==> src/rtl/wisc_pkg.sv <==
// Shared definitions for the WISC-F24 core: fetch FSM states, opcodes and reset constants.
package wisc_pkg;

  typedef enum logic [2:0] {
    FETCH,
    WAIT,
    VALID,
    SQUASH,
    HALTED
  } fetch_state_t;

  localparam logic [4:0]  OP_HALT          = 5'b00000;
  localparam logic [15:0] NOP_INSTR        = 16'h0800;
  localparam logic [15:0] DEFAULT_RESET_PC = 16'h0000;

  function automatic logic is_halt(input logic [15:0] word);
    return word[15:11] == OP_HALT;
  endfunction

endpackage

==> src/rtl/cla_16.sv <==
// 16-bit carry-lookahead adder built from four 4-bit groups with group-level lookahead.
module cla_16 (
  input  logic [15:0] a,
  input  logic [15:0] b,
  input  logic        c_in,
  input  logic        sign,
  output logic [15:0] sum,
  output logic        c_out,
  output logic        ovfl
);

  logic [15:0] g;
  logic [15:0] p;
  logic [3:0]  grp_g;
  logic [3:0]  grp_p;
  logic [4:0]  grp_c;
  logic [16:0] c;

  assign g = a & b;
  assign p = a ^ b;

  always_comb begin
    grp_g = '0;
    grp_p = '0;
    for (int unsigned i = 0; i < 4; i++) begin
      grp_p[i] = &p[4*i +: 4];
      grp_g[i] = g[4*i+3]
               | (p[4*i+3] & g[4*i+2])
               | (p[4*i+3] & p[4*i+2] & g[4*i+1])
               | (p[4*i+3] & p[4*i+2] & p[4*i+1] & g[4*i]);
    end
  end

  always_comb begin
    grp_c    = '0;
    grp_c[0] = c_in;
    for (int unsigned i = 0; i < 4; i++) begin
      grp_c[i+1] = grp_g[i] | (grp_p[i] & grp_c[i]);
    end
  end

  // Group carries come from the lookahead; only the bits inside a group ripple.
  always_comb begin
    c = '0;
    for (int unsigned i = 0; i < 4; i++) begin
      c[4*i] = grp_c[i];
      for (int unsigned j = 0; j < 3; j++) begin
        c[4*i+j+1] = g[4*i+j] | (p[4*i+j] & c[4*i+j]);
      end
    end
    c[16] = grp_c[4];
  end

  assign sum   = p ^ c[15:0];
  assign c_out = c[16];
  assign ovfl  = sign ? (c[16] ^ c[15]) : c[16];

endmodule

==> src/rtl/fetch_stage.sv <==
// WISC-F24 fetch stage: PC register, variable-latency imem requests, valid/accept to decode,
// execute redirects and HALT stop.
module fetch_stage
  import wisc_pkg::*;
#(
  parameter logic [15:0] RESET_PC = DEFAULT_RESET_PC
) (
  input  logic        clk,
  input  logic        rst_n,
  input  logic        redirect,
  input  logic [15:0] newPC,
  output logic        imemRd,
  output logic [15:0] imemAddr,
  input  logic        imemDone,
  input  logic [15:0] imemData,
  output logic        instrValid,
  input  logic        instrAccept,
  output logic [15:0] instr,
  output logic [15:0] pcOut,
  output logic [15:0] incPC,
  output logic        halted,
  output logic        misalign
);

  fetch_state_t state, next_state;
  logic [15:0]  pc, pc_next;
  logic [15:0]  instr_q, instr_next;
  logic         mis_q, mis_next;
  logic [15:0]  pc_inc;
  logic         unused_carry;
  logic         unused_ovfl;

  cla_16 u_pc_inc (
    .a     (pc),
    .b     (16'h0002),
    .c_in  (1'b0),
    .sign  (1'b0),
    .sum   (pc_inc),
    .c_out (unused_carry),
    .ovfl  (unused_ovfl)
  );

  always_ff @(posedge clk or negedge rst_n) begin
    if (!rst_n) begin
      state   <= FETCH;
      pc      <= RESET_PC;
      instr_q <= NOP_INSTR;
      mis_q   <= 1'b0;
    end else begin
      state   <= next_state;
      pc      <= pc_next;
      instr_q <= instr_next;
      mis_q   <= mis_next;
    end
  end

  // A redirect leaves the memory with an outstanding request unless it completed this cycle
  // in FETCH, so every other fetching state drains through SQUASH.
  always_comb begin
    next_state = state;
    pc_next    = pc;
    instr_next = instr_q;
    mis_next   = mis_q;
    if (state != HALTED && redirect) begin
      pc_next = {newPC[15:1], 1'b0};
      if (newPC[0]) mis_next = 1'b1;
      case (state)
        FETCH:   next_state = imemDone ? FETCH : SQUASH;
        VALID:   next_state = FETCH;
        default: next_state = SQUASH;
      endcase
    end else begin
      case (state)
        FETCH: begin
          if (imemDone) begin
            instr_next = imemData;
            next_state = VALID;
          end else begin
            next_state = WAIT;
          end
        end
        WAIT: begin
          if (imemDone) begin
            instr_next = imemData;
            next_state = VALID;
          end
        end
        VALID: begin
          if (instrAccept) begin
            if (is_halt(instr_q)) begin
              next_state = HALTED;
            end else begin
              pc_next    = pc_inc;
              next_state = FETCH;
            end
          end
        end
        SQUASH: begin
          if (imemDone) next_state = FETCH;
        end
        HALTED:  next_state = HALTED;
        default: next_state = FETCH;
      endcase
    end
  end

  assign imemRd     = (state == FETCH) || (state == WAIT) || (state == SQUASH);
  assign imemAddr   = pc;
  assign instrValid = (state == VALID);
  assign halted     = (state == HALTED);
  assign instr      = instr_q;
  assign pcOut      = pc;
  assign incPC      = pc_inc;
  assign misalign   = mis_q;

endmodule

==> config.mk <==
export PLATFORM = sky130hd
export DESIGN_NAME = fetch_stage
export DESIGN_NICKNAME = d
export VERILOG_FILES = /design/src/rtl/wisc_pkg.sv /design/src/rtl/cla_16.sv /design/src/rtl/fetch_stage.sv
export SDC_FILE = /design/constraint.sdc
export NUM_CORES = 1
export LEC_CHECK = 0
export ABC_AREA = 1
export CORE_MARGIN = 10
export CORE_UTILIZATION = 61
export CTS_BUF_LIST = sky130_fd_sc_hd__clkbuf_2
export DETAILED_ROUTE_END_ITERATION = 7
export DONT_BUFFER_PORTS = 1
export HOLD_SLACK_MARGIN = 0.1
export PLACE_DENSITY = 0.82
export SLEW_MARGIN = 20
export SYNTH_ARGS = -nofsm -noshare
export SYNTH_HDL_FRONTEND = slang
export SYNTH_SLANG_ARGS = --single-unit
==> constraint.sdc <==
create_clock -name clk -period 1.8 [get_ports clk]
set_input_delay 0.36 -clock clk [delete_from_list [all_inputs] [get_ports clk]]
set_output_delay 0.36 -clock clk [all_outputs]
set_load 0.02 [all_outputs]
==> impl.org <==
** Synthesis
- Share of the synthesized area in the top cell type :: 0.405
- Post-synthesis sequential element count :: 35
- The synthesized design contains 0 enable-type register cells.
- Unique masters post-synth :: 25
- The mapped netlist covers 2100 um2.
- In the post-synthesis netlist, the biggest area contributors are dfrtp_1 (40%), nand2_1 (15%), nand3_1 (9.3%).
- After technology mapping, the gate count stands at 265.
- Mean post-synth cell area :: 7.93 um2
- Counting flops with an async set or reset pin after synthesis yields a share of 1.00.
- The synthesized design spends more area on one cell type than any other, namely dfrtp_1.
- The most used flip-flop cell after synthesis is dfrtp_1.
- For this run, the number of Yosys warnings is 0.
- Post-synthesis sequential area ratio :: 0.417

** Die
- Starting Density :: 0.630
- The die covers 6190 um2.
- The die is 78.7 um tall.
- The floorplan step defined a core boundary enclosing 3340 um2.
- Horizontal extent of the die :: 78.7 um
- After floorplanning, the core was divided into 21 placement rows.
- In this run the count of I/O pins placed on the die edge is 105.

** Route
- Total Routed Length :: 6.05 mm
- The first routing iteration left 104 violations.
- DR pass1 iterations :: 4
- Routed via count divided by cell count :: 5.46
- Wire per inst :: 18.0 um
- The final route contains 1833 vias.
- Antenna violation net count after detailed routing :: 0
- In the routed design, unresolved DRC markers number 0.

** Outcome
- The flow ran to the end, but the final reports show violations.
- The final reports fail on setup timing.

** Timing
- The number of max-slew violations in the final report was 0.
- Final count of hold timing violations :: 0
- Clock skew :: 11.1 ps
- Unrepaired setup endpoints after global routing :: yes
- Finish-stage setup viols :: 12
- Counting I/O delays and the setup requirement, the final critical path takes 2240 ps.
- Share of the clock period used by the worst path after layout :: 1.24
- Final total negative setup slack :: -2360 ps
- Peak clock frequency supported by timing :: 0.447 GHz
- Once routing completed, OpenROAD measured the worst setup slack at -437 ps.
- Hold is met by 150 ps.

** Cells and area
- The final layout contains 336 nets.
- Compared with the post-synthesis result, the final layout area differs by 27.3%.
- Share of final-layout standard cells stronger than drive strength 1 :: 0.276
- Summing all multi-input logic gate instances after layout gives 1160 um2.
- ANT cells :: 0
- Register cell area after layout :: 893 um2
- Once layout is complete, the utilization of the core stands at 0.802.
- # fillers :: 210

** Critical path
- Element type at the critical path start :: flip-flop
- Setup slack on the worst reg-to-reg path comes out at -20 ps.
- Counting cells, the worst reg-to-reg path comes to 12.
- For the worst setup path, the data required time is 1440 ps.
- At the worst endpoint, the arrival time is 1880 ps.
- Peak fanout along the critical path :: 2
- Crit path capture type :: output pin
- Reg2reg end :: imemAddr[7]
- Category of the critical setup timing path :: flip-flop to output pin
- The startpoint identified for the worst register-to-register timing path is imemAddr[2].

** Clock network
- In this run, CTS created clock tree buffers numbering 5.
- For the worst-skew pair, the clock arrives at the later sink with an insertion delay of 370 ps.
- Clock-pin slew was measured on the worst setup and hold paths at 180 ps.
- Deepest level of the CTS H-tree :: 2
- TritonCTS built the clock tree.
- Counting along the longest clock path gives a buffer depth of 2.
- CTS placed an instance of clkbuf_2 at the clock tree root.
- TritonCTS Sinks :: 35

** GRT
- Number of antenna violations at the first check in global routing :: 0
- Maximum number of pins on one net before global-route repair :: 36
- Number of global-route vias before repair :: 1936
- Global-route wire length before repair :: 9.89 mm
- All-Layer GR Usage :: 0.200
- Summed over all layers, the global routing overflow is 0.

** Place
- Total half-perimeter wirelength after legalization and detailed placement :: 4.02 mm
- Number of buffer cells added on primary ports :: 0
- Final weighted congestion of routability-driven global placement :: 0.764

** Min path
- The startpoint identified for the worst hold timing path is imemData[7].
- The worst hold path passes through 2 cells.
- The path with the worst hold slack has its endpoint at instr[7].
- Classification of the worst-slack hold path :: input pin to flip-flop

** Power
- Maximum vdd ir drop :: 449 uV
- Summed over all cells, the static leakage comes to 1.45 nW.
- Ratio of total power to cell area :: 501 nW/um2

** Job
- Max-cap violations in this run came to 0.
cell families (layout without fill, tap and decap cells):
| family | Yosys count | count (layout) | synth area share |
|---|---|---|---|
| AOI/OAI and AO/OA | 17 | 17 | 0.0423 |
| buffers and inverters | 54 | 77 | 0.145 |
| adders and majority gates | 10 | 10 | 0.0595 |
| xor gates and xnor gates | 4 | 4 | 0.0167 |
| and+or+nand+nor | 144 | 144 | 0.318 |
| DFF | 35 | 35 | 0.417 |
| other | 1 | 3 | 0.00178 |
registers in the layout (all words and copies together), names as in the netlist:
name and cells:
misalign 1, state 3, instr 16, imemAddr 15
metal layers:
layer	vias to the layer above	routed length, um	global-route usage
li1	871	-	-
met1	858	2210	0.211
met2	98	3060	0.343
met3	6	721	0.107
met4	0	57	0.0502
met5	-	0	0
Yosys cell counts, drive strengths merged (2+ instances only):
master and number:
ha 10, o21ai 16, nand2 87, nor2 11, dfrtp 34, buf 27, nand3 39, nand4 4
clkbuf 2, xor2 4, inv 25
per-stage QoR:
stage / worst slack [ps] / power (mW) / std cells / instance area, um2
2_1_floorplan: -53.9 / 0.828 / 267 / 2200
3_3_place_gp: -19.3 / 0.817 / 304 / 2210
3_5_place_dp: -41.2 / 0.818 / 304 / 2210
4_1_cts: -431 / 1.33 / 329 / 2600
5_1_grt: -573 / 1.40 / 336 / 2680
6_report: -437 / 1.34 / 336 / 2680
layout make-up:
cell class / instances / area share
Sequential cell: 35 / 0.334
Inverter: 25 / 0.0365
Timing Repair Buffer: 44 / 0.152
Clock buffer: 5 / 0.00935
Tap cell: 46 / 0.0215
Multi-Input combinational cell: 178 / 0.433
Clock inverter: 3 / 0.0145
power by group:
part	switching [mW]	internal, mW	total, mW
combinational	0.0359	0.0326	0.0685
sequential	0	0.787	0.787
clock	0.256	0.229	0.485
total	0.292	1.05	1.34
critical path, cell delays in order (launching register included):
cell and delay (ps):
dfrtp_2 420, nand2_4 70, nor4_4 330, ha_4 190
ha_4 130, ha_4 150, xor2_4 220
how the worst max path moves through the flow:
stage	from	to	slack, ps	cells past startpoint
2_1_floorplan	imemAddr[11]	incPC[15]	-50	6
3_3_place_gp	imemAddr[1]	incPC[11]	-20	6
3_5_place_dp	imemAddr[5]	incPC[11]	-40	6
4_1_cts	imemAddr[4]	incPC[15]	-430	6
5_1_grt	imemAddr[2]	incPC[15]	-570	6
6_report	imemAddr[4]	incPC[15]	-440	6
timing repair:
item,4_1_cts,5_1_grt
cloned,0,0
hold buffers,12,6
gates resized for setup,27,2
hold endpoints to repair,45,5
pin swaps,10,1
endpoints found under the setup margin,17,18
setup buffers,5,1
cells in the final DEF (no fill, tap or decap), types with 3 or more instances in the layout:
master         synthesis  layout
ha_4                   0       9
nor2_1                 8       7
nand2_1               82      80
dfrtp_2                0      13
o21ai_0               15      15
dlygate4sd3_1          0      17
buf_4                 19      23
clkbuf_2               1       5
nand3_1               39      38
inv_1                 25      23
nand4_1                3       3
conb_1                 1       3
xor2_4                 0       3
dfrtp_1               34      21
nand2_4                5       7
Power figures use the tool's default switching activity.
